<file path="config.mk">
export PLATFORM = sky130hd
export DESIGN_NAME = vga_timing_gen
export DESIGN_NICKNAME = d
export VERILOG_FILES = /design/src/rtl/vga_timing_gen.sv
export SDC_FILE = /design/constraint.sdc
export NUM_CORES = 1
export LEC_CHECK = 0
export ABC_AREA = 1
export BUFFER_PORTS_ARGS = -buffer_cell sky130_fd_sc_hd__buf_2
export CAP_MARGIN = 20
export CORE_MARGIN = 3
export CORE_UTILIZATION = 56
export DETAILED_ROUTE_END_ITERATION = 16
export HOLD_SLACK_MARGIN = 0.06
export PLACE_DENSITY = 0.85
export SETUP_SLACK_MARGIN = 0.05
export SYNTH_ARGS = -nofsm -noshare
export SYNTH_HDL_FRONTEND = slang
export SYNTH_SLANG_ARGS = --single-unit
</file>
<file path="constraint.sdc">
create_clock -name clk -period 2.1 [get_ports clk]
set_input_delay 0.42 -clock clk [delete_from_list [all_inputs] [get_ports clk]]
set_output_delay 0.42 -clock clk [all_outputs]
set_load 0.005 [all_outputs]
</file>
<file path="src/rtl/vga_timing_gen.sv">
// vga_timing_gen: parametrised VGA-style raster timing generator.
// Produces a pixel tick from the system clock, the raster counters,
// delayed sync/display-enable aligned to the pixel fetch latency,
// line/frame/vblank strobes and a completed-frame counter.
module vga_timing_gen #(
  parameter int CLK_DIV    = 4,
  parameter int H_ACTIVE   = 640,
  parameter int H_FP       = 16,
  parameter int H_SYNC     = 96,
  parameter int H_BP       = 48,
  parameter int V_ACTIVE   = 480,
  parameter int V_FP       = 10,
  parameter int V_SYNC     = 2,
  parameter int V_BP       = 32,
  parameter int SYNC_NEG   = 1,
  parameter int PIPE_DELAY = 2,
  parameter int CNT_W      = 11,
  parameter int FRAME_W    = 16
) (
  input  logic               clk,
  input  logic               reset,
  input  logic               enable,
  output logic               pix_en,
  output logic [CNT_W-1:0]   h_count,
  output logic [CNT_W-1:0]   v_count,
  output logic               fetch_active,
  output logic               h_sync,
  output logic               v_sync,
  output logic               de,
  output logic               line_start,
  output logic               frame_start,
  output logic               vblank_start,
  output logic [FRAME_W-1:0] frame_count
);

  localparam int H_TOTAL = H_ACTIVE + H_FP + H_SYNC + H_BP;
  localparam int V_TOTAL = V_ACTIVE + V_FP + V_SYNC + V_BP;
  localparam int DIV_W   = (CLK_DIV > 1) ? $clog2(CLK_DIV) : 1;

  localparam logic [DIV_W-1:0] DIV_LAST = DIV_W'(CLK_DIV - 1);
  localparam logic [CNT_W-1:0] H_LAST   = CNT_W'(H_TOTAL - 1);
  localparam logic [CNT_W-1:0] V_LAST   = CNT_W'(V_TOTAL - 1);
  localparam logic [CNT_W-1:0] H_ACT    = CNT_W'(H_ACTIVE);
  localparam logic [CNT_W-1:0] V_ACT    = CNT_W'(V_ACTIVE);
  localparam logic [CNT_W-1:0] VB_PREV  = CNT_W'(V_ACTIVE - 1);
  localparam logic [CNT_W-1:0] HS_START = CNT_W'(H_ACTIVE + H_FP);
  localparam logic [CNT_W-1:0] HS_END   = CNT_W'(H_ACTIVE + H_FP + H_SYNC);
  localparam logic [CNT_W-1:0] VS_START = CNT_W'(V_ACTIVE + V_FP);
  localparam logic [CNT_W-1:0] VS_END   = CNT_W'(V_ACTIVE + V_FP + V_SYNC);
  localparam logic             SYNC_POL = (SYNC_NEG != 0);

  // Pipeline stage layout: bit 2 = active, bit 1 = hsync, bit 0 = vsync (all active-high raw)
  logic [DIV_W-1:0]                div_q, div_d;
  logic                            pix_en_q, pix_en_d;
  logic [CNT_W-1:0]                h_count_q, h_count_d;
  logic [CNT_W-1:0]                v_count_q, v_count_d;
  logic [FRAME_W-1:0]              frame_count_q, frame_count_d;
  logic                            line_start_q, line_start_d;
  logic                            frame_start_q, frame_start_d;
  logic                            vblank_start_q, vblank_start_d;
  logic [PIPE_DELAY-1:0][2:0]      pipe_q, pipe_d;

  logic raw_act, raw_hs, raw_vs;
  logic h_wrap, v_wrap;

  // Raw raster decode from the undelayed counters
  always_comb begin
    raw_act = (h_count_q < H_ACT) && (v_count_q < V_ACT);
    raw_hs  = (h_count_q >= HS_START) && (h_count_q < HS_END);
    raw_vs  = (v_count_q >= VS_START) && (v_count_q < VS_END);
    h_wrap  = (h_count_q == H_LAST);
    v_wrap  = (v_count_q == V_LAST);
  end

  // Clock divider producing a single-cycle pixel tick each time it wraps
  always_comb begin
    div_d    = '0;
    pix_en_d = 1'b0;
    if (enable) begin
      if (div_q == DIV_LAST) begin
        div_d    = '0;
        pix_en_d = 1'b1;
      end else begin
        div_d = div_q + DIV_W'(1);
      end
    end
  end

  // Raster counters, frame counter and strobes, advancing on pixel ticks
  always_comb begin
    h_count_d      = h_count_q;
    v_count_d      = v_count_q;
    frame_count_d  = frame_count_q;
    line_start_d   = 1'b0;
    frame_start_d  = 1'b0;
    vblank_start_d = 1'b0;
    if (!enable) begin
      h_count_d = '0;
      v_count_d = '0;
    end else if (pix_en_q) begin
      if (h_wrap) begin
        h_count_d    = '0;
        line_start_d = 1'b1;
        if (v_wrap) begin
          v_count_d     = '0;
          frame_start_d = 1'b1;
          frame_count_d = frame_count_q + FRAME_W'(1);
        end else begin
          v_count_d = v_count_q + CNT_W'(1);
          if (v_count_q == VB_PREV) begin
            vblank_start_d = 1'b1;
          end
        end
      end else begin
        h_count_d = h_count_q + CNT_W'(1);
      end
    end
  end

  // Alignment pipeline carrying raw active/sync bits forward one stage per tick
  always_comb begin
    pipe_d = pipe_q;
    if (!enable) begin
      pipe_d = '0;
    end else if (pix_en_q) begin
      pipe_d[0] = {raw_act, raw_hs, raw_vs};
      for (int i = 1; i < PIPE_DELAY; i++) begin
        pipe_d[i] = pipe_q[i-1];
      end
    end
  end

  // State registers with asynchronous reset to the idle, inactive raster
  always_ff @(posedge clk or posedge reset) begin
    if (reset) begin
      div_q          <= '0;
      pix_en_q       <= 1'b0;
      h_count_q      <= '0;
      v_count_q      <= '0;
      frame_count_q  <= '0;
      line_start_q   <= 1'b0;
      frame_start_q  <= 1'b0;
      vblank_start_q <= 1'b0;
      pipe_q         <= '0;
    end else begin
      div_q          <= div_d;
      pix_en_q       <= pix_en_d;
      h_count_q      <= h_count_d;
      v_count_q      <= v_count_d;
      frame_count_q  <= frame_count_d;
      line_start_q   <= line_start_d;
      frame_start_q  <= frame_start_d;
      vblank_start_q <= vblank_start_d;
      pipe_q         <= pipe_d;
    end
  end

  assign pix_en       = pix_en_q;
  assign h_count      = h_count_q;
  assign v_count      = v_count_q;
  assign fetch_active = raw_act;
  assign de           = pipe_q[PIPE_DELAY-1][2];
  assign h_sync       = pipe_q[PIPE_DELAY-1][1] ^ SYNC_POL;
  assign v_sync       = pipe_q[PIPE_DELAY-1][0] ^ SYNC_POL;
  assign line_start   = line_start_q;
  assign frame_start  = frame_start_q;
  assign vblank_start = vblank_start_q;
  assign frame_count  = frame_count_q;

endmodule

</file>
==> reports/results.tsv <==
stage	metric	value	unit
route	vias per inst	5.46	
floorplanning	Die X	77.6	um
route	routed length per instance	13.0	um
grt	first-pass GRT wire length	11.7	mm
synth	synthesis warning total	0	
pwr	register share of total power	56.2	%
synth	register area share after synthesis	43.6	%
synth	Post-synth EDFFs	0	
sta	Tmin final	1890	ps
run	number of max-cap violations	0	
route	WL final	6.68	mm
final_layout	nets	453	
setup_path	CP Data Required Time	1680	ps
synth	count leader, synth	nand2_1	
final_layout	# diodes	0	
placed_design	Detail Placement HPWL	4.93	mm
clocking	Post-CTS Setup Bufs	0	
clocking	Clock transition at path regs	90	ps
setup_path	crit path DAT	1470	ps
synth	post-synth top area share	43.6	%
pwr	VDD IR-drop max	0.396	mV
clocking	clk root buf	clkbuf_8	
sta	Max transition margin	70.1	%
synth	mapped cell area	2870	um^2
pwr	Clk network pwr share	40.1	%
clocking	post-CTS sizing	0	
synth	ys flop type	dfrtp_1	
clocking	TritonCTS clock tree	done	
pwr	cell internal pwr	1.37	mW
sta	final hold viol count	0	
route	Final ANT Viol Nets	0	
sta	Slew @ Worst Pin	447	ps
grt	total grt overflow	0	
sta	fin crit share	90.2	%
route	DRC	0	
placed_design	gpl congestion	0.902	
grt	largest net degree at the start of global routing	20	
setup_path	crit end category	output pin	
synth	area leader, netlist	dfrtp_1	
setup_path	critical path's slowest cell	dfrtp_1	
pwr	PwrDens	525	nW/um^2
setup_path	type of origin of the critical path	register	
setup_path	Setup CP Type	reg -> out	
setup_path	CP Buf/Inv Count	3	
route	Initial DRC Count	228	
final_layout	fillcell total	408	
synth	cell count after synthesis	393	
synth	Avg Inst Size Synth	7.31	um^2
final_layout	register area	1250	um^2
grt	initial antenna violation count	0	
clocking	CTS buffer count	5	
pwr	Pleak	1.82	nW
grt	total track usage	23.7	%
sta	RSZ-0062 raised after global routing	no	
floorplanning	die area	6030	um^2
synth	synth top area cells	dfrtp_1, nand2_1, nand3_1	
clocking	CTS Hold Bufs	0	
pwr	Combinational Power Share	3.7	%
synth	top cells by count, synth	nand2_1, dfrtp_1, inv_1	
route	DRT Pass-1 Iters	5	
run_status	status	complete, no violations	
floorplanning	Initial Utilization	59.3	%
synth	Unique masters post-synth	30	
sta	final setup TNS	0	ps
synth	flops & latches, synth	50	
pwr	Total Power	1.73	mW
floorplanning	die height	77.6	um
placed_design	I/O Buffers	48	
final_layout	Area Growth Syn to Fin	14.9	%
sta	max-slew violation count	0	
sta	clk_skew	9.72	ps
setup_path	peak fanout along the critical path	7	
grt	number of global-route vias before repair	2659	
sta	Final setup viols	0	
clocking	H-tree levels	2	
sta	Max Clock Freq	528	MHz
floorplanning	# rows	25	
pwr	Switching Fraction	21.1	%
hold_path	worst hold path type	in -> async	
setup_path	CP Cell Sequence	inv_1 -> nand2_1 -> nor3b_1 -> nand2_1 -> inv_1 -> buf_2	
final_layout	share of cells above drive strength 1	16.8	%
setup_path	CP top delay family	flip-flops	
synth	fraction of registers with async set/reset	100	%
route	Via Count	2801	
synth	Synthesized Nets	400	
floorplanning	Top-Level Pins	49	
floorplanning	core area	4850	um^2
clocking	Num Clock Sinks	50	
clocking	CTS Buffer Depth	2	
final_layout	multi-input logic area	1390	um^2
setup_path	Worst path max stage delay	450	ps
clocking	Worst-Skew Late Latency	300	ps
pwr	Net Sw Power	0.366	mW
[placed cells by master, fill, tap and decap left out, types with 2 or more instances in the layout]
master	n
ha_1	4
a21oi_1	2
nor2_1	37
nand3_2	2
inv_1	44
clkbuf_8	6
o21ai_0	11
inv_2	3
buf_2	48
nand3_1	36
dfrtp_1	50
nand2_1	141
nor3_1	6
nor2_4	2
buf_4	7
xor2_1	8
o22ai_1	2
nand2_4	3
nor2_2	2
nand4_1	19
xnor2_1	3
nor3b_1	2
[power by group through the flow]
stage	combinational [mW]	clock [mW]	sequential, mW
4_1_cts	0.0642	0.699	0.974
3_5_place_dp	0.0640	0	0.993
3_3_place_gp	0.0627	0	0.992
6_report	0.0635	0.696	0.974
2_1_floorplan	0.0427	0	0.992
5_1_grt	0.0730	0.740	0.975
[registers in the layout (all words and copies together), names as in the netlist]
signal and cells:
frame_start 1, line_start 1, vblank_start 1, pix_en 1
v_count 11, h_count 11, frame_count 16, div_q 2
de 1, pipe_q 5
[worst register-to-register path, cell delays in order (launching register included)]
cell and delay [ps]:
dfrtp_1 420, ha_1 230, nand3_2 150, nor2_4 190, nand2_4 110, nor2_4 280, nand2_4 190, nand2_1 120
nand2_1 50
[final timing paths]
kind	startpoint	to	slack, ps	depth (start not counted)
min in group clk	div_q[0]	div_q[0]	440	1
min	reset	frame_start	80	2
min reg2reg	div_q[0]	div_q[0]	440	1
max in group asynchronous	reset	v_count[7]	1410	3
max	v_count[9]	fetch_active	210	6
max reg2reg	h_count[0]	frame_count[6]	270	8
[per-layer routing]
metal / up-vias / global-route usage, % / share of wire, %
met5: - / 0 / 0
met4: 0 / 9.43 / 1.2
met3: 10 / 3.60 / 6.7
met2: 116 / 38.8 / 48
met1: 1313 / 31.6 / 44
li1: 1362 / - / -
[through the flow]
step | area [um^2] | setup slack (ps) | cells | hold WS [ps] | util [%]
final | 3300 | 206 | 513 | 79.1 | 68.1
after global routing | 3300 | 123 | 513 | 89.0 | 68.1
after CTS | 3300 | 210 | 513 | 88.3 | 68.1
after detailed placement | 3190 | 296 | 506 | 415 | 65.8
after global placement | 3190 | 341 | 506 | 411 | 65.8
after floorplan | 2870 | 479 | 393 | 414 | -
[cell families (layout without fill, tap and decap cells)]
kind of cell,after synthesis,in the layout,share of synthesized area (%)
buf+inv,56,109,8.23
fa+ha+maj,4,4,1.74
flops,50,50,43.6
compound gates,20,20,4.01
simple gates,252,252,39.1
xor+xnor,11,11,3.35
[final cells by class]
cell class / count / share of cell area, %
repair buffers: 55 / 8.87
well taps: 67 / 2.54
multi-input cells: 287 / 41.9
flip-flops and latches: 50 / 37.9
clock buffers: 6 / 2.50
clock inverters: 1 / 0.909
inverters: 47 / 5.34
(Power assumes the default switching activity.)
